[src/rtl/scan_bus_pkg.sv]
// Shared types and defaults for the scan-chain to bus sequencer.
package scan_bus_pkg;

  localparam int unsigned ADDR_W_DEF       = 16;
  localparam int unsigned DATA_W_DEF       = 16;
  localparam int unsigned CTRL_SEL_BIT_DEF = 11;
  localparam logic [DATA_W_DEF-1:0] ERR_DATA_DEF = 16'hDEAD;

  typedef enum logic [1:0] {
    ST_IDLE     = 2'd0,
    ST_ISSUE    = 2'd1,
    ST_WAIT_RSP = 2'd2,
    ST_DONE     = 2'd3
  } scan_bus_state_e;

  typedef struct packed {
    logic                  we;
    logic [ADDR_W_DEF-1:0] addr;
    logic [DATA_W_DEF-1:0] wdata;
  } scan_bus_req_t;

endpackage

[src/rtl/scan_toggle_sync.sv]
// Two-flop synchronizer plus history flop; flags either edge of an async strobe.
module scan_toggle_sync (
  input  logic clk,
  input  logic rst_n,
  input  logic async_i,
  output logic toggle_c
);

  logic [2:0] sync_q;

  always_ff @(posedge clk) begin
    if (!rst_n) begin
      sync_q <= '0;
    end else begin
      sync_q <= {sync_q[1:0], async_i};
    end
  end

  assign toggle_c = sync_q[1] ^ sync_q[2];

endmodule

[src/rtl/scan_bus_ctrl.sv]
// Runs one valid/ready transaction per scan_id toggle on the SRAM or control port
// and hands rdata/ready/err back to the scan bank.
module scan_bus_ctrl
  import scan_bus_pkg::*;
#(
  parameter int unsigned ADDR_W       = ADDR_W_DEF,
  parameter int unsigned DATA_W       = DATA_W_DEF,
  parameter int unsigned CTRL_SEL_BIT = CTRL_SEL_BIT_DEF,
  parameter int unsigned TIMEOUT      = 64,
  parameter logic [DATA_W-1:0] ERR_DATA = DATA_W'(ERR_DATA_DEF)
) (
  input  logic              clk,
  input  logic              rst_n,
  input  logic              scan_id,
  input  logic              cmd_wen,
  input  logic              cmd_ren,
  input  logic [ADDR_W-1:0] cmd_addr,
  input  logic [DATA_W-1:0] cmd_wdata,
  output logic [DATA_W-1:0] cmd_rdata,
  output logic              cmd_ready,
  output logic              cmd_err,
  output logic              cmd_overrun,
  output logic              sram_req_valid,
  input  logic              sram_req_ready,
  output logic              sram_req_we,
  output logic [ADDR_W-1:0] sram_req_addr,
  output logic [DATA_W-1:0] sram_req_wdata,
  input  logic              sram_rsp_valid,
  input  logic [DATA_W-1:0] sram_rsp_rdata,
  output logic              ctrl_req_valid,
  input  logic              ctrl_req_ready,
  output logic              ctrl_req_we,
  output logic [ADDR_W-1:0] ctrl_req_addr,
  output logic [DATA_W-1:0] ctrl_req_wdata,
  input  logic              ctrl_rsp_valid,
  input  logic [DATA_W-1:0] ctrl_rsp_rdata
);

  localparam int unsigned CNT_W = (TIMEOUT > 1) ? $clog2(TIMEOUT) : 1;
  localparam logic [CNT_W-1:0] CNT_LAST = CNT_W'(TIMEOUT - 1);

  scan_bus_state_e   state_q;
  logic              toggle_c;
  logic              op_we_q;
  logic              op_sel_q;
  logic [ADDR_W-1:0] op_addr_q;
  logic [DATA_W-1:0] op_wdata_q;
  logic [DATA_W-1:0] rdata_q;
  logic              ready_q;
  logic              err_q;
  logic              overrun_q;
  logic              sram_valid_q;
  logic              ctrl_valid_q;
  logic [CNT_W-1:0]  cnt_q;

  logic              req_ready_sel;
  logic              rsp_valid_sel;
  logic [DATA_W-1:0] rsp_rdata_sel;

  scan_toggle_sync u_sync (
    .clk      (clk),
    .rst_n    (rst_n),
    .async_i  (scan_id),
    .toggle_c (toggle_c)
  );

  // Only the port chosen at command latch time is ever listened to.
  assign req_ready_sel = op_sel_q ? ctrl_req_ready : sram_req_ready;
  assign rsp_valid_sel = op_sel_q ? ctrl_rsp_valid : sram_rsp_valid;
  assign rsp_rdata_sel = op_sel_q ? ctrl_rsp_rdata : sram_rsp_rdata;

  always_ff @(posedge clk) begin
    if (!rst_n) begin
      state_q      <= ST_IDLE;
      op_we_q      <= 1'b0;
      op_sel_q     <= 1'b0;
      op_addr_q    <= '0;
      op_wdata_q   <= '0;
      rdata_q      <= '0;
      ready_q      <= 1'b0;
      err_q        <= 1'b0;
      overrun_q    <= 1'b0;
      sram_valid_q <= 1'b0;
      ctrl_valid_q <= 1'b0;
      cnt_q        <= '0;
    end else begin
      case (state_q)
        ST_IDLE: begin
          if (toggle_c) begin
            op_we_q    <= cmd_wen;
            op_sel_q   <= cmd_addr[CTRL_SEL_BIT];
            op_addr_q  <= cmd_addr;
            op_wdata_q <= cmd_wdata;
            ready_q    <= 1'b0;
            err_q      <= 1'b0;
            overrun_q  <= 1'b0;
            cnt_q      <= '0;
            if (cmd_wen == cmd_ren) begin
              state_q <= ST_DONE;
              if (cmd_wen) begin
                err_q   <= 1'b1;
                rdata_q <= ERR_DATA;
              end
            end else begin
              state_q      <= ST_ISSUE;
              sram_valid_q <= ~cmd_addr[CTRL_SEL_BIT];
              ctrl_valid_q <= cmd_addr[CTRL_SEL_BIT];
            end
          end
        end
        ST_ISSUE: begin
          if (req_ready_sel) begin
            sram_valid_q <= 1'b0;
            ctrl_valid_q <= 1'b0;
            cnt_q        <= '0;
            state_q      <= op_we_q ? ST_DONE : ST_WAIT_RSP;
          end else if (cnt_q == CNT_LAST) begin
            sram_valid_q <= 1'b0;
            ctrl_valid_q <= 1'b0;
            err_q        <= 1'b1;
            rdata_q      <= ERR_DATA;
            state_q      <= ST_DONE;
          end else begin
            cnt_q <= cnt_q + CNT_W'(1);
          end
        end
        ST_WAIT_RSP: begin
          if (rsp_valid_sel) begin
            rdata_q <= rsp_rdata_sel;
            state_q <= ST_DONE;
          end else if (cnt_q == CNT_LAST) begin
            err_q   <= 1'b1;
            rdata_q <= ERR_DATA;
            state_q <= ST_DONE;
          end else begin
            cnt_q <= cnt_q + CNT_W'(1);
          end
        end
        ST_DONE: begin
          ready_q <= 1'b1;
          state_q <= ST_IDLE;
        end
        default: state_q <= ST_IDLE;
      endcase
      // A strobe that lands while busy is dropped but remembered.
      if (toggle_c && (state_q != ST_IDLE)) begin
        overrun_q <= 1'b1;
      end
    end
  end

  assign cmd_rdata      = rdata_q;
  assign cmd_ready      = ready_q;
  assign cmd_err        = err_q;
  assign cmd_overrun    = overrun_q;
  assign sram_req_valid = sram_valid_q;
  assign sram_req_we    = op_we_q;
  assign sram_req_addr  = op_addr_q;
  assign sram_req_wdata = op_wdata_q;
  assign ctrl_req_valid = ctrl_valid_q;
  assign ctrl_req_we    = op_we_q;
  assign ctrl_req_addr  = op_addr_q;
  assign ctrl_req_wdata = op_wdata_q;

endmodule

[config.mk]
export PLATFORM = sky130hd
export DESIGN_NAME = scan_bus_ctrl
export DESIGN_NICKNAME = d
export VERILOG_FILES = /design/src/rtl/scan_bus_pkg.sv /design/src/rtl/scan_toggle_sync.sv /design/src/rtl/scan_bus_ctrl.sv
export SDC_FILE = /design/constraint.sdc
export NUM_CORES = 1
export LEC_CHECK = 0
export CAP_MARGIN = 20
export CELL_PAD_IN_SITES_DETAIL_PLACEMENT = 1
export CELL_PAD_IN_SITES_GLOBAL_PLACEMENT = 1
export CORE_MARGIN = 2
export CORE_UTILIZATION = 32
export CTS_BUF_LIST = sky130_fd_sc_hd__clkbuf_4 sky130_fd_sc_hd__clkbuf_8
export CTS_CLUSTER_DIAMETER = 30
export DETAILED_ROUTE_END_ITERATION = 16
export PLACE_DENSITY = 0.93
export SLEW_MARGIN = 10
export SYNTH_ARGS = -nofsm -noshare
export SYNTH_HDL_FRONTEND = slang
export SYNTH_SLANG_ARGS = --single-unit
[constraint.sdc]
create_clock -name clk -period 4.1 [get_ports clk]
set_input_delay 0.82 -clock clk [delete_from_list [all_inputs] [get_ports clk]]
set_output_delay 0.82 -clock clk [all_outputs]
set_load 0.01 [all_outputs]
==> results of run 1 <==
[sequential cells by signal, indices dropped and copies added, names as in the netlist, 2 cells and up]
register        count
ctrl_req_addr      16
cmd_rdata          16
u_sync.sync_q       3
state_q             2
ctrl_req_wdata     16
cnt_q               6
[cells in the mapped netlist (2+ instances only)]
cell type | number | area share
o21ai_0 | 15 | 0.023
o211ai_1 | 2 | 0.0045
o22ai_1 | 10 | 0.019
a22o_1 | 2 | 0.0053
mux2i_1 | 7 | 0.021
buf_4 | 37 | 0.083
buf_2 | 9 | 0.014
nor4_1 | 2 | 0.0038
ha_1 | 8 | 0.030
nand3_1 | 3 | 0.0045
nand4_1 | 2 | 0.0038
nor3_1 | 2 | 0.0030
a311oi_2 | 10 | 0.045
clkbuf_1 | 14 | 0.016
inv_1 | 7 | 0.0079
nand3b_1 | 3 | 0.0068
a31oi_1 | 14 | 0.026
a311oi_1 | 2 | 0.0053
nor2_1 | 5 | 0.0056
a21oi_1 | 52 | 0.078
mux2_2 | 13 | 0.044
dfxtp_1 | 65 | 0.39
nand2_1 | 83 | 0.093
and2_1 | 4 | 0.0075
[final timing paths]
kind	end	slack (ns)	cells after the start
worst max-delay path	cmd_rdata[15]$_SDFFE_PN0P_	1.27	5
worst min-delay path	u_sync.sync_q[1]$_SDFF_PN0_	0.45	1
worst max register to register	cmd_rdata[15]$_SDFFE_PN0P_	1.27	5
worst min register to register	u_sync.sync_q[1]$_SDFF_PN0_	0.45	1
[stage by stage]
stage	total power (uW)	worst slack (ns)	instances	utilization	cell area [um^2]
2_1_floorplan	1590	2.10	391	-	3330
3_3_place_gp	1940	1.20	629	0.463	4740
6_report	2560	1.27	646	0.485	4970
4_1_cts	2570	1.30	646	0.485	4970
3_5_place_dp	2000	1.11	630	0.466	4770
5_1_grt	2710	1.09	646	0.485	4970
[worst register-to-register path, cell delays in order, from the launching register on]
cell	delay (ns)
dfxtp_1	0.67
buf_4	0.33
mux2_2	0.51
o21ai_1	0.58
o21ai_0	0.31
a311oi_2	0.33
[layer usage]
metal,global-route usage,vias up
met2,0.336,149
met3,0.0466,12
li1,-,1579
met1,0.212,1595
met4,0.0808,0
met5,0,-
[power by group]
part	leakage, uW	total, uW	internal (uW)	switching, uW
Clock	0.0000999	549	289	260
Sequential	0.000528	815	728	87.6
Combinational	0.00105	1190	533	658
[cell type report]
type | instances | area, um^2 | area share
sequential | 65 | 1300 | 0.262
clock inverter | 6 | 68.8 | 0.0139
multi-input combinational | 257 | 1620 | 0.325
timing repair buffer | 164 | 1650 | 0.332
tap | 136 | 170 | 0.0343
clock buffer | 10 | 131 | 0.0265
inverter | 8 | 30.0 | 0.00605
[cells by family after synthesis]
kind of cell / share of synthesized area
fa+ha+maj: 0.0300
mux: 0.0649
xor+xnor: 0.00751
buf+inv: 0.125
simple gates: 0.139
compound gates: 0.244
flops: 0.390
==> flow_summary.json, run 1 <==
{
  "status": "finished, final reports clean",
  "criticalPathCategory": "register to register",
  "setup_viol": 0,
  "postCtsSetupBuffers": 0,
  "syn2layout_area_growth_pct": 49.0,
  "vias_per_cell": 5.16,
  "critPathRequiredTime_ns": 4.36,
  "numCtsBuffers": 9,
  "critPathLaunch": "ctrl_req_addr[11]$_SDFFE_PN0P_",
  "crit_chain": "buf_4 > mux2_2 > o21ai_1 > o21ai_0 > a311oi_2",
  "fin_crit_sh": 0.689,
  "synth_fp_nets": 472,
  "final_nets": 586,
  "wl_met1_mm": 4.24,
  "grt_pass1_vias": 3411,
  "max_stage_delay_ns": 0.67,
  "cts_root_buf": "clkbuf_8",
  "path_delay_family": "compound AO/OA/AOI/OAI gates",
  "synth-edff-count": 0,
  "synth_cell_type_count": 44,
  "powerDensity_nw_per_um2": 515,
  "ir_drop_mv": 0.213,
  "grtUsageTotal": 0.188,
  "fillers": 1169,
  "fin_tns_setup_ns": 0,
  "drt-pass1-iter-count": 4,
  "maxCapViolCount": 0,
  "io_buffers": 159,
  "hold_path_class": "register to register",
  "final_common_cell": "clkdlybuf4s50_1",
  "yosysWarnings": 0,
  "cts_tree": "yes",
  "grt_max_degree": 32,
  "post_cts_resized": 0,
  "syn_inst": 391,
  "worstPathArrival_ns": 3.09,
  "ios": 160,
  "clk_pin_slew_ns": 0.08,
  "die_x_um": 106,
  "synthArstFlopShare": 0,
  "vias": 3335,
  "initial_core_util": 0.326,
  "relSlewSlack": 0.442,
  "rsz0062_at_grt": "no",
  "clock_path_buffers": 2,
  "die_area_um2": 11200,
  "wl_met3_um": 764,
  "r2r_start": "ctrl_req_addr[11]$_SDFFE_PN0P_",
  "ys_seq_area_frac": 0.390,
  "ctsHtreeMaxLevel": 3,
  "cp_max_fo": 15,
  "antenna_found_initial": 0,
  "fmax_mhz": 354,
  "wire_per_inst_um": 16.5,
  "min_period_ns": 2.83,
  "wl_met2_mm": 5.48,
  "worstMarginPinSlew_ns": 0.833,
  "skew_ns": 0.0115,
  "hpwl_mm": 7.98,
  "std_cell_rows": 37,
  "ys.flop_type": "dfxtp_1",
  "hold_path_startpoint": "u_sync.sync_q[0]$_SDFF_PN0_",
  "drtIter0Drc": 151,
  "wirelength_mm": 10.6,
  "gp_congestion": 0.724,
  "top_layer_used": "met4",
  "netlist_area_um2": 3330,
  "drive_gt1_frac": 0.0980,
  "startpoint_type": "register",
  "overflow": 0,
  "synth_seq_cells": 65,
  "drc": 0,
  "final_cell_mix": "clkdlybuf4s50_1 (159), nand2_1 (83), dfxtp_1 (65)",
  "insertion_delay_ns": 0.35,
  "core_area_um2": 10200,
  "syn_area_per_cell_um2": 8.52,
  "end_kind": "register",
  "grt_pass1_wl_mm": 16.8,
  "postCtsHoldBufs": 0,
  "timing.final.max_slew_violations": 0,
  "detail-route-antenna-nets": 0,
  "worst-path-buf-inv": 1,
  "fin_hold_ws_ns": 0.451,
  "cts.sinks": 65,
  "hold_viol": 0,
  "die_h_um": 106,
  "power_leakage_uw": 0.00167,
  "antennaDiodeCount": 0,
  "cpMaxStageDelayCell": "dfxtp_1"
}
(Power assumes the default switching activity.)
==> inputs of run 2 (changes only) <==
--- a/config.mk
+++ b/config.mk
@@ -9,11 +9,11 @@
 export CELL_PAD_IN_SITES_DETAIL_PLACEMENT = 1
 export CELL_PAD_IN_SITES_GLOBAL_PLACEMENT = 1
 export CORE_MARGIN = 2
-export CORE_UTILIZATION = 32
+export CORE_UTILIZATION = 30
 export CTS_BUF_LIST = sky130_fd_sc_hd__clkbuf_4 sky130_fd_sc_hd__clkbuf_8
 export CTS_CLUSTER_DIAMETER = 30
 export DETAILED_ROUTE_END_ITERATION = 16
-export PLACE_DENSITY = 0.93
+export PLACE_DENSITY = 0.88
 export SLEW_MARGIN = 10
 export SYNTH_ARGS = -nofsm -noshare
 export SYNTH_HDL_FRONTEND = slang
==> constraint.sdc (replaced) <==
create_clock -name clk -period 2.8 [get_ports clk]
set_input_delay 0.56 -clock clk [delete_from_list [all_inputs] [get_ports clk]]
set_output_delay 0.56 -clock clk [all_outputs]
set_load 0.01 [all_outputs]
==> run 2 against run 1 <==
Largest cell class unchanged. First-iteration DRC count is 6.0% lower. Non-clock buffer count increased by 7. Count of clock-buffer cells in the layout up 2. Sequential share of layout area shrank 0.19 points. Cell area is 0.73% higher. Global-route usage shrank 0.19 points. Flip-flop and latch count did not move.
==> flow_summary.json, run 2 (synthesized netlist as in run 1, its figures left out) <==
{
  "cp_max_fo": 9,
  "grtUsageTotal": 0.186,
  "power_leakage_uw": 0.00171,
  "grt_max_degree": 35,
  "worstPathArrival_ns": 2.56,
  "wirelength_mm": 11.1,
  "worst-path-buf-inv": 2,
  "core_area_um2": 10800,
  "grt_pass1_wl_mm": 17.3,
  "stdcell_area_um2": 5000,
  "die_area_um2": 12000,
  "numCtsBuffers": 9,
  "fin_crit_sh": 0.819,
  "fin_tns_setup_ns": 0,
  "startpoint_type": "input pin",
  "gp_congestion": 0.781,
  "multi_input_area_um2": 1620,
  "antenna_found_initial": 0,
  "post_cts_resized": 0,
  "power.share.clock": 0.214,
  "path_delay_family": "buffers and inverters",
  "hold_viol": 0,
  "area.sequential_um2": 1300,
  "skew_ns": 0.00732,
  "vias_per_cell": 5.08,
  "final_cell_mix": "clkdlybuf4s50_1 (159), nand2_1 (83), dfxtp_1 (65)",
  "io_buffers": 159,
  "cts_root_buf": "clkbuf_8",
  "min_period_ns": 2.29,
  "antennaDiodeCount": 0,
  "fmax_mhz": 436,
  "final_common_cell": "clkdlybuf4s50_1",
  "final_nets": 593,
  "criticalPathCategory": "input pin to register",
  "overflow": 0,
  "drt-pass1-iter-count": 4,
  "drtIter0Drc": 142,
  "p_seq_frac": 0.314,
  "clock_path_buffers": 2,
  "hpwl_mm": 8.40,
  "postCtsHoldBufs": 0,
  "drc": 0,
  "drive_gt1_frac": 0.109,
  "rsz0062_at_grt": "no",
  "ctsHtreeMaxLevel": 3,
  "worstMarginPinSlew_ns": 0.531,
  "crit_chain": "clkdlybuf4s50_1 > ha_1 > nand3b_1 > o22ai_2 > buf_4 > nand3_1 > o22ai_1",
  "critPathRequiredTime_ns": 3.07,
  "intPower_uw": 2330,
  "ios": 160,
  "insertion_delay_ns": 0.34,
  "fillers": 1250,
  "maxCapViolCount": 0,
  "p_comb_frac": 0.472,
  "wire_per_inst_um": 16.9,
  "cpMaxStageDelayCell": "clkdlybuf4s50_1",
  "vias": 3330,
  "p_sw_frac": 0.383,
  "switchingPower_uw": 1450,
  "max_stage_delay_ns": 0.49,
  "grt_pass1_vias": 3442,
  "place_area_um2": 4800,
  "cts_tree": "yes",
  "syn2layout_area_growth_pct": 50.1,
  "die_h_um": 109,
  "relSlewSlack": 0.643,
  "postCtsSetupBuffers": 0,
  "status": "finished, final reports clean",
  "cts.sinks": 65,
  "powerDensity_nw_per_um2": 755,
  "std_cell_rows": 38,
  "clk_pin_slew_ns": 0.07,
  "setup_viol": 0,
  "ir_drop_mv": 0.396,
  "end_kind": "register",
  "total_power_uw": 3780,
  "timing.final.max_slew_violations": 0,
  "detail-route-antenna-nets": 0,
  "initial_core_util": 0.307,
  "die_x_um": 109,
  "hold_path_class": "register to register",
  "postLayoutCoreUtil": 0.461
}
run 2: changes by cell type in the layout (fill, tap and decap cells not counted), sizes merged:
cell	change
clkinvlp	-1
clkbuf	+2
clkinv	-2
buf	+7
run 2: per-layer routing:
metal / up-vias / wire (um) / track usage
met1: 1614 / 4490 / 0.207
met2: 113 / 5750 / 0.347
li1: 1590 / - / -
met4: 0 / 159 / 0.0723
met3: 13 / 669 / 0.0362
met5: - / 0 / 0
run 2: power by group through the flow:
stage | logic [uW] | clock network, uW | registers [uW]
final | 1780 | 807 | 1190
after global routing | 1940 | 882 | 1200
after CTS | 1790 | 830 | 1190
after detailed placement | 1780 | 0 | 1200
after global placement | 1690 | 0 | 1200
after floorplan | 1100 | 0 | 1230
run 2: layout make-up:
| type | instances | share of cell area |
|---|---|---|
| inverters | 8 | 0.00600 |
| clock inverters | 3 | 0.00800 |
| repair buffers | 171 | 0.336 |
| flip-flops and latches | 65 | 0.260 |
| well taps | 140 | 0.0350 |
| clock buffers | 12 | 0.0318 |
| multi-input cells | 257 | 0.323 |
run 2: worst paths after layout:
kind,to,from,slack [ns],depth (start not counted)
setup / recovery,cmd_rdata[13]$_SDFFE_PN0P_,cmd_wen,0.51,7
hold / removal,u_sync.sync_q[1]$_SDFF_PN0_,u_sync.sync_q[0]$_SDFF_PN0_,0.45,1
setup reg to reg,cmd_rdata[13]$_SDFFE_PN0P_,state_q[0]$_SDFFE_PN0N_,0.52,7
hold reg to reg,u_sync.sync_q[1]$_SDFF_PN0_,u_sync.sync_q[0]$_SDFF_PN0_,0.45,1
run 2: worst reg2reg max path, cell delays in order (launching register included):
cell,delay [ns]
dfxtp_1,0.40
inv_1,0.14
ha_1,0.36
inv_1,0.23
o22ai_2,0.47
buf_4,0.22
nand3_1,0.18
o22ai_1,0.20
run 2: stage by stage:
step	hold slack, ns	cells	setup WS, ns
3_3_place_gp	0.416	641	0.284
2_1_floorplan	0.412	391	1.06
6_report	0.447	656	0.508
3_5_place_dp	0.442	641	0.183
5_1_grt	0.488	656	0.315
4_1_cts	0.453	656	0.531
==> inputs of run 3 (changes only) <==
--- a/config.mk
+++ b/config.mk
@@ -9,11 +9,11 @@
 export CELL_PAD_IN_SITES_DETAIL_PLACEMENT = 1
 export CELL_PAD_IN_SITES_GLOBAL_PLACEMENT = 1
 export CORE_MARGIN = 2
-export CORE_UTILIZATION = 30
+export CORE_UTILIZATION = 27
 export CTS_BUF_LIST = sky130_fd_sc_hd__clkbuf_4 sky130_fd_sc_hd__clkbuf_8
 export CTS_CLUSTER_DIAMETER = 30
 export DETAILED_ROUTE_END_ITERATION = 16
-export PLACE_DENSITY = 0.88
+export PLACE_DENSITY = 0.84
 export SLEW_MARGIN = 10
 export SYNTH_ARGS = -nofsm -noshare
 export SYNTH_HDL_FRONTEND = slang
==> constraint.sdc (replaced) <==
create_clock -name clk -period 1.9 [get_ports clk]
set_input_delay 0.38 -clock clk [delete_from_list [all_inputs] [get_ports clk]]
set_output_delay 0.38 -clock clk [all_outputs]
set_load 0.01 [all_outputs]
==> run 3 against run 2 <==
Combinational power rose by 62%. Routed wire length rose by 0.99%. Cell count rose by 3.0%. Sequential share of layout area fell by 0.80 points. Sequential power rose by 47%. Cell area rose by 3.6%. Critical endpoint is now cmd_rdata[14]$_SDFFE_PN0P_. Global-route usage fell by 2.2 points. Register-to-register slack got worse by 0.41 ns.
==> flow_summary.json, run 3 (synthesized netlist as in run 1, its figures left out) <==
{
  "relSlewSlack": 0.608,
  "grt_pass1_vias": 3587,
  "grt_max_degree": 32,
  "drtIter0Drc": 193,
  "hpwl_mm": 8.49,
  "worst_slack_ns": 0.0974,
  "overflow": 0,
  "postLayoutCoreUtil": 0.431,
  "std_cell_rows": 40,
  "critPathRequiredTime_ns": 2.14,
  "hold_depth": 1,
  "total_power_uw": 5950,
  "grt_pass1_wl_mm": 17.4,
  "antennaDiodeCount": 0,
  "vias_per_cell": 5.02,
  "postCtsSetupBuffers": 0,
  "reg2reg_depth": 7,
  "end_kind": "register",
  "power_leakage_uw": 0.00182,
  "fillers": 1395,
  "die_area_um2": 13300,
  "cts_tree": "yes",
  "core_area_um2": 12000,
  "gp_congestion": 0.828,
  "final_common_cell": "clkdlybuf4s50_1",
  "hold_path_class": "register to register",
  "numCtsBuffers": 9,
  "initial_core_util": 0.278,
  "skew_ns": 0.00936,
  "drt-pass1-iter-count": 4,
  "final_cell_mix": "clkdlybuf4s50_1 (156), nand2_1 (83), dfxtp_1 (63)",
  "worstMarginPinSlew_ns": 0.585,
  "cts_root_buf": "clkbuf_8",
  "timing.final.max_slew_violations": 0,
  "maxCapViolCount": 0,
  "fin_crit_sh": 0.949,
  "wirelength_mm": 11.2,
  "powerDensity_nw_per_um2": 1150,
  "detail-route-antenna-nets": 0,
  "cp_max_fo": 11,
  "fmax_mhz": 555,
  "ios": 160,
  "grtUsageTotal": 0.164,
  "die_h_um": 115,
  "fin_hold_ws_ns": 0.444,
  "criticalPathCategory": "input pin to register",
  "ctsHtreeMaxLevel": 3,
  "status": "finished, final reports clean",
  "syn2layout_area_growth_pct": 55.4,
  "final_nets": 605,
  "min_period_ns": 1.80,
  "ir_drop_mv": 0.576,
  "vias": 3395,
  "worstPathArrival_ns": 2.05,
  "antenna_found_initial": 0,
  "setup_viol": 0,
  "clk_pin_slew_ns": 0.08,
  "startpoint_type": "input pin",
  "dp_slack_ns": -0.361,
  "wire_per_inst_um": 16.5,
  "place_area_um2": 4910,
  "die_x_um": 115,
  "hold_viol": 0,
  "drive_gt1_frac": 0.140,
  "io_buffers": 159,
  "clock_path_buffers": 2,
  "drc": 0,
  "cts.sinks": 65,
  "stdcell_area_um2": 5180,
  "insertion_delay_ns": 0.33
}
==> run 3: cell count changes in the layout (fill, tap and decap cells not counted), sizes merged <==
cell,previous run,this run
buf,12,24
bufinv,1,2
clkbuf,12,11
clkdlybuf4s50,159,156
clkinv,2,3
dlymetal6s2s,0,3
==> run 3: cell type report <==
class	count	area (um^2)	area share
multi-input cells	257	1640	0.317
well taps	147	184	0.0355
inverters	8	30.0	0.00580
clock inverters	5	78.8	0.0152
repair buffers	183	1800	0.347
clock buffers	11	145	0.0280
flip-flops and latches	65	1310	0.252
==> run 3: worst paths after layout <==
path,from,to,slack [ns]
max,cmd_ren,cmd_rdata[14]$_SDFFE_PN0P_,0.1
min,u_sync.sync_q[0]$_SDFF_PN0_,u_sync.sync_q[1]$_SDFF_PN0_,0.44
max reg2reg,state_q[0]$_SDFFE_PN0N_,cmd_rdata[10]$_SDFFE_PN0P_,0.11
min reg2reg,u_sync.sync_q[0]$_SDFF_PN0_,u_sync.sync_q[1]$_SDFF_PN0_,0.44
==> run 3: routing by layer <==
| metal | routed length (um) | GRT usage |
|---|---|---|
| met5 | 0 | 0 |
| met4 | 193 | 0.0498 |
| met3 | 638 | 0.0422 |
| met2 | 5820 | 0.310 |
| met1 | 4530 | 0.179 |
==> run 3: report_power, final <==
group / internal [uW] / total, uW / switching [uW] / leakage, uW
logic: 1360 / 2880 / 1520 / 0.00118
registers: 1570 / 1750 / 174 / 0.000530
clock network: 788 / 1320 / 531 / 0.000117
total: 3720 / 5950 / 2230 / 0.00182
==> run 3: critical path: stages <==
cell	delay (ns)
clkdlybuf4s50_1	0.51
ha_1	0.26
nand3b_1	0.21
o22ai_4	0.17
buf_6	0.18
a21oi_1	0.08
a311oi_1	0.26
==> run 3: metrics by stage <==
step                setup TNS (ns)  cells
finish                           0    676
floorplan                        0    391
detailed placement           -5.74    660
global placement             -4.01    660
global route               -0.0106    676
CTS                              0    676
==> run 3: what timing repair did <==
action                     in CTS  in global routing
cloned                          0                  0
setup endpoints to repair      13                 18
gates resized for setup         4                  8
hold buffers                    0                  0
